[config.mk]
export PLATFORM = sky130hd
export DESIGN_NAME = cond_flag_gen
export DESIGN_NICKNAME = d
export VERILOG_FILES = /design/src/rtl/cond_flag_gen.sv
export SDC_FILE = /design/constraint.sdc
export NUM_CORES = 1
export LEC_CHECK = 0
export BUFFER_PORTS_ARGS = -buffer_cell sky130_fd_sc_hd__buf_4
export CAP_MARGIN = 20
export CORE_UTILIZATION = 40
export DETAILED_ROUTE_END_ITERATION = 6
export PLACE_DENSITY_LB_ADDON = 0.3
export SKIP_CTS_REPAIR_TIMING = 1
export SYNTH_ARGS = -nofsm -noshare
export SYNTH_HDL_FRONTEND = slang
export SYNTH_SLANG_ARGS = --single-unit
[constraint.sdc]
create_clock -name clk -period 4.22 [get_ports clk]
set_clock_uncertainty 0.1 [all_clocks]
set_input_delay 0.422 -clock clk [delete_from_list [all_inputs] [get_ports clk]]
set_output_delay 0.422 -clock clk [all_outputs]
set_load 0.005 [all_outputs]
[src/rtl/cond_flag_gen.sv]
// Multi-cycle condition evaluator: compares latched operands CHUNK bits per cycle and pulses flagUpdate with aluZero.
// Optional feature: define COND_EARLY_EXIT_EN to leave the compare on the first mismatching chunk.
module cond_flag_gen #(
  parameter int WIDTH = 32,
  parameter int CHUNK = 8
) (
  input  logic             clk,
  input  logic             reset,
  input  logic             start,
  input  logic [1:0]       op,
  input  logic [WIDTH-1:0] srcA,
  input  logic [WIDTH-1:0] srcB,
  output logic             busy,
  output logic             flagUpdate,
  output logic             aluZero
);

  localparam int N  = WIDTH / CHUNK;
  localparam int CW = (N > 1) ? $clog2(N) : 1;

  localparam logic [1:0] OP_EQ    = 2'b00;
  localparam logic [1:0] OP_NE    = 2'b01;
  localparam logic [1:0] OP_ZERO  = 2'b10;
  localparam logic [1:0] OP_NEVER = 2'b11;

  typedef enum logic [1:0] {
    IDLE = 2'b00,
    CMP  = 2'b01,
    DONE = 2'b10
  } state_t;

  state_t           state_reg, state_next;
  logic [CW-1:0]    cnt_reg, cnt_next;
  logic             mis_reg, mis_next;
  logic [WIDTH-1:0] a_reg, a_next;
  logic [WIDTH-1:0] b_reg, b_next;
  logic [1:0]       op_reg, op_next;
  logic             alu_zero_reg, alu_zero_next;

  logic [N-1:0]     chunk_mis;
  logic             cur_mis;
  logic             mis_upd;
  logic             last_chunk;
  logic             leave_cmp;

  // Per-chunk mismatch; ZERO tests A against zero, EQ/NE test A against B.
  for (genvar gi = 0; gi < N; gi++) begin : g_chunk
    logic [CHUNK-1:0] a_chunk;
    logic [CHUNK-1:0] b_chunk;
    assign a_chunk       = a_reg[gi*CHUNK +: CHUNK];
    assign b_chunk       = b_reg[gi*CHUNK +: CHUNK];
    assign chunk_mis[gi] = (op_reg == OP_ZERO) ? (|a_chunk) : (a_chunk != b_chunk);
  end

  assign cur_mis    = chunk_mis[cnt_reg];
  assign mis_upd    = mis_reg | cur_mis;
  assign last_chunk = (cnt_reg == CW'(N - 1));

`ifdef COND_EARLY_EXIT_EN
  assign leave_cmp = last_chunk | cur_mis;
`else
  assign leave_cmp = last_chunk;
`endif

  always_ff @(posedge clk or negedge reset) begin
    if (!reset) begin
      state_reg    <= IDLE;
      cnt_reg      <= '0;
      mis_reg      <= 1'b0;
      a_reg        <= '0;
      b_reg        <= '0;
      op_reg       <= OP_EQ;
      alu_zero_reg <= 1'b0;
    end else begin
      state_reg    <= state_next;
      cnt_reg      <= cnt_next;
      mis_reg      <= mis_next;
      a_reg        <= a_next;
      b_reg        <= b_next;
      op_reg       <= op_next;
      alu_zero_reg <= alu_zero_next;
    end
  end

  always_comb begin
    state_next    = state_reg;
    cnt_next      = cnt_reg;
    mis_next      = mis_reg;
    a_next        = a_reg;
    b_next        = b_reg;
    op_next       = op_reg;
    alu_zero_next = alu_zero_reg;

    unique case (state_reg)
      IDLE: begin
        if (start) begin
          a_next   = srcA;
          b_next   = srcB;
          op_next  = op;
          cnt_next = '0;
          mis_next = 1'b0;
          if (op == OP_NEVER) begin
            state_next    = DONE;
            alu_zero_next = 1'b0;
          end else begin
            state_next = CMP;
          end
        end
      end
      CMP: begin
        mis_next = mis_upd;
        if (leave_cmp) begin
          // Counter holds on exit so it never wraps past N-1.
          state_next = DONE;
          unique case (op_reg)
            OP_EQ:   alu_zero_next = ~mis_upd;
            OP_NE:   alu_zero_next = mis_upd;
            OP_ZERO: alu_zero_next = ~mis_upd;
            default: alu_zero_next = 1'b0;
          endcase
        end else begin
          cnt_next = cnt_reg + CW'(1);
        end
      end
      DONE: begin
        state_next = IDLE;
      end
      default: begin
        state_next = IDLE;
      end
    endcase
  end

  assign busy       = (state_reg != IDLE);
  assign flagUpdate = (state_reg == DONE);
  assign aluZero    = alu_zero_reg;

endmodule

Word-level counts from Yosys, hierarchy flattened:

Cells that the tools add are included.

* word-level logic and storage cells: 59
* register bits: 72
* bits of input ports: 69

* add/subtract/negate cells: 1
* equality and inequality tests: 14
* multiplexer cells: 20
* bitwise logic cells: 2
* reduce and logical (&&, ||, !) cells: 14
* $lt $le $gt $ge: 1

Operator list (count)
* $ne 8x8->1: 4
* $reduce_or 8->1: 4
* $mux 2: 5
* $mux 1: 9
* $eq 2x2->1 const B: 4
* $ne 2x2->1 const B: 4
* $pmux 2 s2: 2
* $pmux 1 s2: 3
* $reduce_and 2->1: 3
* $eq 2x1->1 const B: 2
* $logic_not 2->1: 2
* $reduce_and 4->1: 1
* $reduce_bool 2->1: 2
* $lt 2x3->1 const B: 1
* $reduce_and 3->1: 1
* $add 2x1->2 const B: 1
* $bmux 1 s2: 1
* $reduce_or 2->1: 1
* $not 1->1: 1
* $or 1x1->1: 1

Logic depth before layout (Yosys ltp):

* depth after elaboration: 9
* depth in mapped cells: 7
* depth with buffers taken out: 6

Least setup slack after synthesis:

Ideal clock, no wire load.

* path type: reg-to-reg
* start point: register op_reg[1]
* end point: register alu_zero_reg, in the netlist aluZero
* setup time: 78 ps
* buffers on the path: 1
* data arrival time: 1727 ps
* data required time: 4042 ps
* path slack: 2315 ps
* clock period less this slack: 1905 ps
* cell stages (with the launch flop): 8
* cells stage by stage: dfrtp_1 nor2b_1 buf_6 or3_1 o32a_1 nor4_4 mux2i_1 o2bb2ai_1

* cells in the longest elaborated chain, start to end: 9
* elaborated cells on any way between the ends: 15

RTL lines
* start: declaration: line 37 `logic [1:0] op_reg, op_next;`
* start signal: assignment: line 80 `op_reg <= op_next;`
* $eq 2x2->1: line 52, 115
* $mux 1: line 52 `assign chunk_mis[gi] = (op_reg == OP_ZERO) ? (|a_chunk) : (a_chunk != b_chunk);`
* $bmux 1 s2: line 55 `assign cur_mis = chunk_mis[cnt_reg];`
* $mux 1 (not written as such): line 55
* $or 1x1->1: line 56 `assign mis_upd = mis_reg | cur_mis;`
* $not 1->1: line 116, 118
* $pmux 1 s2 (*): line 115 `unique case (op_reg)`
* $mux 1 (*): line 112 `if (leave_cmp) begin`
* $pmux 1 s2 (*): line 94 `unique case (state_reg)`
* end signal: assignment: line 81 `alu_zero_reg <= alu_zero_next;`
* end: declaration: line 38 `logic alu_zero_reg, alu_zero_next;`

Mark *: on every way between the ends. The rest lies on a longest branch, timed or not. The select of a mux whose other input is x is not followed.
A chain may end at the register's enable or synchronous reset.

Worst setup path after layout:

* start point: register state_reg[0]
* end point: register a_reg[12]

* cells in the longest elaborated chain, start to end: 2

RTL lines
* start: declaration: line 32 `state_t state_reg, state_next;`
* start signal: assignment: line 75 `state_reg <= state_next;`
* $logic_not 2->1: line 94
* $reduce_and 2->1 (no line)
* end signal: assignment: line 78 `a_reg <= a_next;`
* end: declaration: line 35 `logic [WIDTH-1:0] a_reg, a_next;`

No other way between the ends.

==> impl_metrics.env <==
export IMPL_portBuffers=71
export IMPL_cts_root_buf="clkbuf_8"
export IMPL_power_density_mw_per_mm2=702
export IMPL_synthArstFlopShare_pct=100
export IMPL_worstSetupStartpoint="state_reg[0]"
export IMPL_grt_pass1_vias=2193
export IMPL_htreeDepth=3
export IMPL_wl_met2_um=2880
export IMPL_synth_most_common_cell="dfrtp_1"
export IMPL_wire_per_inst_um=14.8
export IMPL_chipHeight_um=92.1
export IMPL_yosys_top_cells_count="dfrtp_1 (72), mux2_2 (58), xor2_1 (25)"
export IMPL_start_util_pct=41.6
export IMPL_die_w_um=92.1
export IMPL_antenna_found_initial=0
export IMPL_finish_utilization_pct=52.0
export IMPL_grt_max_degree=73
export IMPL_slew_headroom_pct=39.9
export IMPL_path_cells="or2_1 > nor2_4 > buf_12 > mux2_2"
export IMPL_tightestPinTransition_ns=0.899
export IMPL_cts_buffers=9
export IMPL_ys_ff_latch=72
export IMPL_insertion_delay_ns=0.35
export IMPL_finalCritPeriodShare_pct=56.0
export IMPL_layout_drive_gt1_share_pct=47.0
export IMPL_yosys_warnings=0
export IMPL_whs_ns=0.0900
export IMPL_cts_tree="yes"
export IMPL_crit_type="flop to flop"
export IMPL_hold_viol_final=0
export IMPL_critPathCaptureType="flop"
export IMPL_hold_path_class="input pin to async pin"
export IMPL_globalplace_congestion=0.716
export IMPL_synthCells=235
export IMPL_synth_seq_area_share_pct=55.5
export IMPL_r2r_start="state_reg[0]"
export IMPL_ioPinCount=72
export IMPL_tns_ns=0
export IMPL_crit_path_max_fanout=36
export IMPL_yosysTopAreaCell="dfrtp_1"
export IMPL_dp_hpwl_um=4340
export IMPL_via_per_inst=4.96
export IMPL_final_nets=380
export IMPL_rows=32
export IMPL_design_area_sq_mm=0.00406
export IMPL_drt_iter0_drc=84
export IMPL_syn_nets=305
export IMPL_grt_pass1_wl_um=10500
export IMPL_switching_share_pct=33.6
export IMPL_required_ns=4.35
export IMPL_synth_area_leaders="dfrtp_1 (55%), mux2_2 (20%), xor2_1 (6.7%)"
export IMPL_syn_area_sq_mm=0.00325
export IMPL_synth_edf_count=0
export IMPL_area_growth_pct=25.1
export IMPL_clk_pin_slew_ns=0.07
export IMPL_post_route_drc_count=0
export IMPL_crit_slowest_cell="nor2_4"
export IMPL_combinationalPowerShare_pct=36.0
export IMPL_clkSinkCount=72
export IMPL_status="finished clean"
export IMPL_maxCapViolations=0
export IMPL_synth_top_area_share_pct=55.5
export IMPL_fmax_ghz=0.423
export IMPL_finalWirelength_um=6160
export IMPL_vias=2068
export IMPL_grt_usage_pct=16.3
export IMPL_stdcell_count=417
export IMPL_slew_violations=0
export IMPL_drtPass1Iterations=4
export IMPL_syn_area_per_cell_sq_um=13.8
export IMPL_min_period_ns=2.36
export IMPL_placed_cell_area_sq_mm=0.00389
export IMPL_startpoint_type="flop"
export IMPL_power_share_sequential_pct=46.9
export IMPL_switchingPower_mw=0.959
export IMPL_rsz0062_at_grt="false"
export IMPL_dieArea_sq_mm=0.00848
export IMPL_postRouteAntennaNets=0
export IMPL_placedCellCount=401
export IMPL_ir_drop_uv=317
export IMPL_grt_overflow=0
export IMPL_core_sq_mm=0.00781
export IMPL_p_int_mw=1.89
export IMPL_clkPwrFrac_pct=17.2
export IMPL_antenna_cells=0
export IMPL_wl_met1_um=2880
export IMPL_p_leak_nw=1.78
export IMPL_cp_arrival_ns=2.49
export IMPL_reg2reg_depth=4
export IMPL_cp_slowest_stage_delay_ns=0.70
export IMPL_dr_wl_met3_um=296
export IMPL_setup_violations=0
export IMPL_synth_cell_type_count=31
export IMPL_cts_max_path_buffers=2
export IMPL_synth_ff_type="dfrtp_1"
export IMPL_highest_layer="met4"
[path summary, 6_finish.rpt]
| path | slack (ns) | end |
|---|---|---|
| worst max-delay path | 1.86 | a_reg[12] |
| worst min-delay path | 0.09 | b_reg[28] |
| worst max register to register | 1.86 | a_reg[12] |
| worst min register to register | 0.42 | state_reg[0] |
| max in group asynchronous | 3.35 | state_reg[0] |
| min in group clk | 0.19 | a_reg[17] |
[metal layers]
layer / GRT usage [%] / vias up
met3: 4.73 / 9
met4: 7.03 / 0
li1: - / 1001
met1: 21.4 / 1007
met2: 25.0 / 51
met5: 0 / -
[area by class of cell]
cell class              instances  area, sq um
fillers                       693         3740
flip-flops and latches         72         1800
multi-input cells             150         1390
repair buffers                 72          553
clock buffers                  11          141
well taps                     102          128
clock inverters                 5         31.3
inverters                       5         18.8
[metrics by stage]
step	setup WS (ns)	total power [mW]
floorplan	2.32	2.11
global placement	1.87	2.35
detailed placement	1.82	2.39
CTS	1.81	2.90
global route	1.71	3.08
finish	1.86	2.85
[logic make-up (layout without fill, tap and decap cells)]
kind of cell               after synthesis  in the layout  share of synthesized area [%]
AOI/OAI and AO/OA                       17             17                           4.01
xor gates and xnor gates                32             32                           8.63
adders and majority gates                1              1                          0.385
buffers and inverters                   13             93                           2.00
DFF                                     72             72                           55.5
muxes                                   69             69                           23.8
and+or+nand+nor                         31             31                           5.66
[power groups by stage]
stage                     sequential, mW  clock [mW]  combinational [mW]
after global placement              1.35           0                1.01
after floorplan                     1.28           0               0.832
after CTS                           1.35       0.509                1.04
after global routing                1.39       0.533                1.15
after detailed placement            1.36           0                1.04
final                               1.34       0.490                1.03
[critical path: cells and delay by family (launching register included)]
kind / cells / cell delay, ns
DFF: 1 / 0.45
and+or+nand+nor: 2 / 1.01
muxes: 1 / 0.36
buffers and inverters: 1 / 0.30
[cell usage in the layout (no fill, tap or decap), drive strengths merged, types with 2 or more instances in the layout]
| cell | synthesis | final |
|---|---|---|
| xnor2 | 7 | 7 |
| nor3 | 3 | 3 |
| inv | 5 | 6 |
| dfrtp | 72 | 72 |
| a21oi | 2 | 2 |
| a31oi | 3 | 3 |
| buf | 8 | 72 |
| a311o | 3 | 3 |
| nor4 | 12 | 12 |
| mux2i | 2 | 2 |
| clkinv | 0 | 3 |
| nor2b | 2 | 2 |
| nor2 | 7 | 7 |
| mux2 | 67 | 67 |
| clkbuf | 0 | 11 |
| o21ai | 2 | 2 |
| a22o | 2 | 2 |
| xor2 | 25 | 25 |
| nand2b | 2 | 2 |
(Power assumes the default switching activity.)
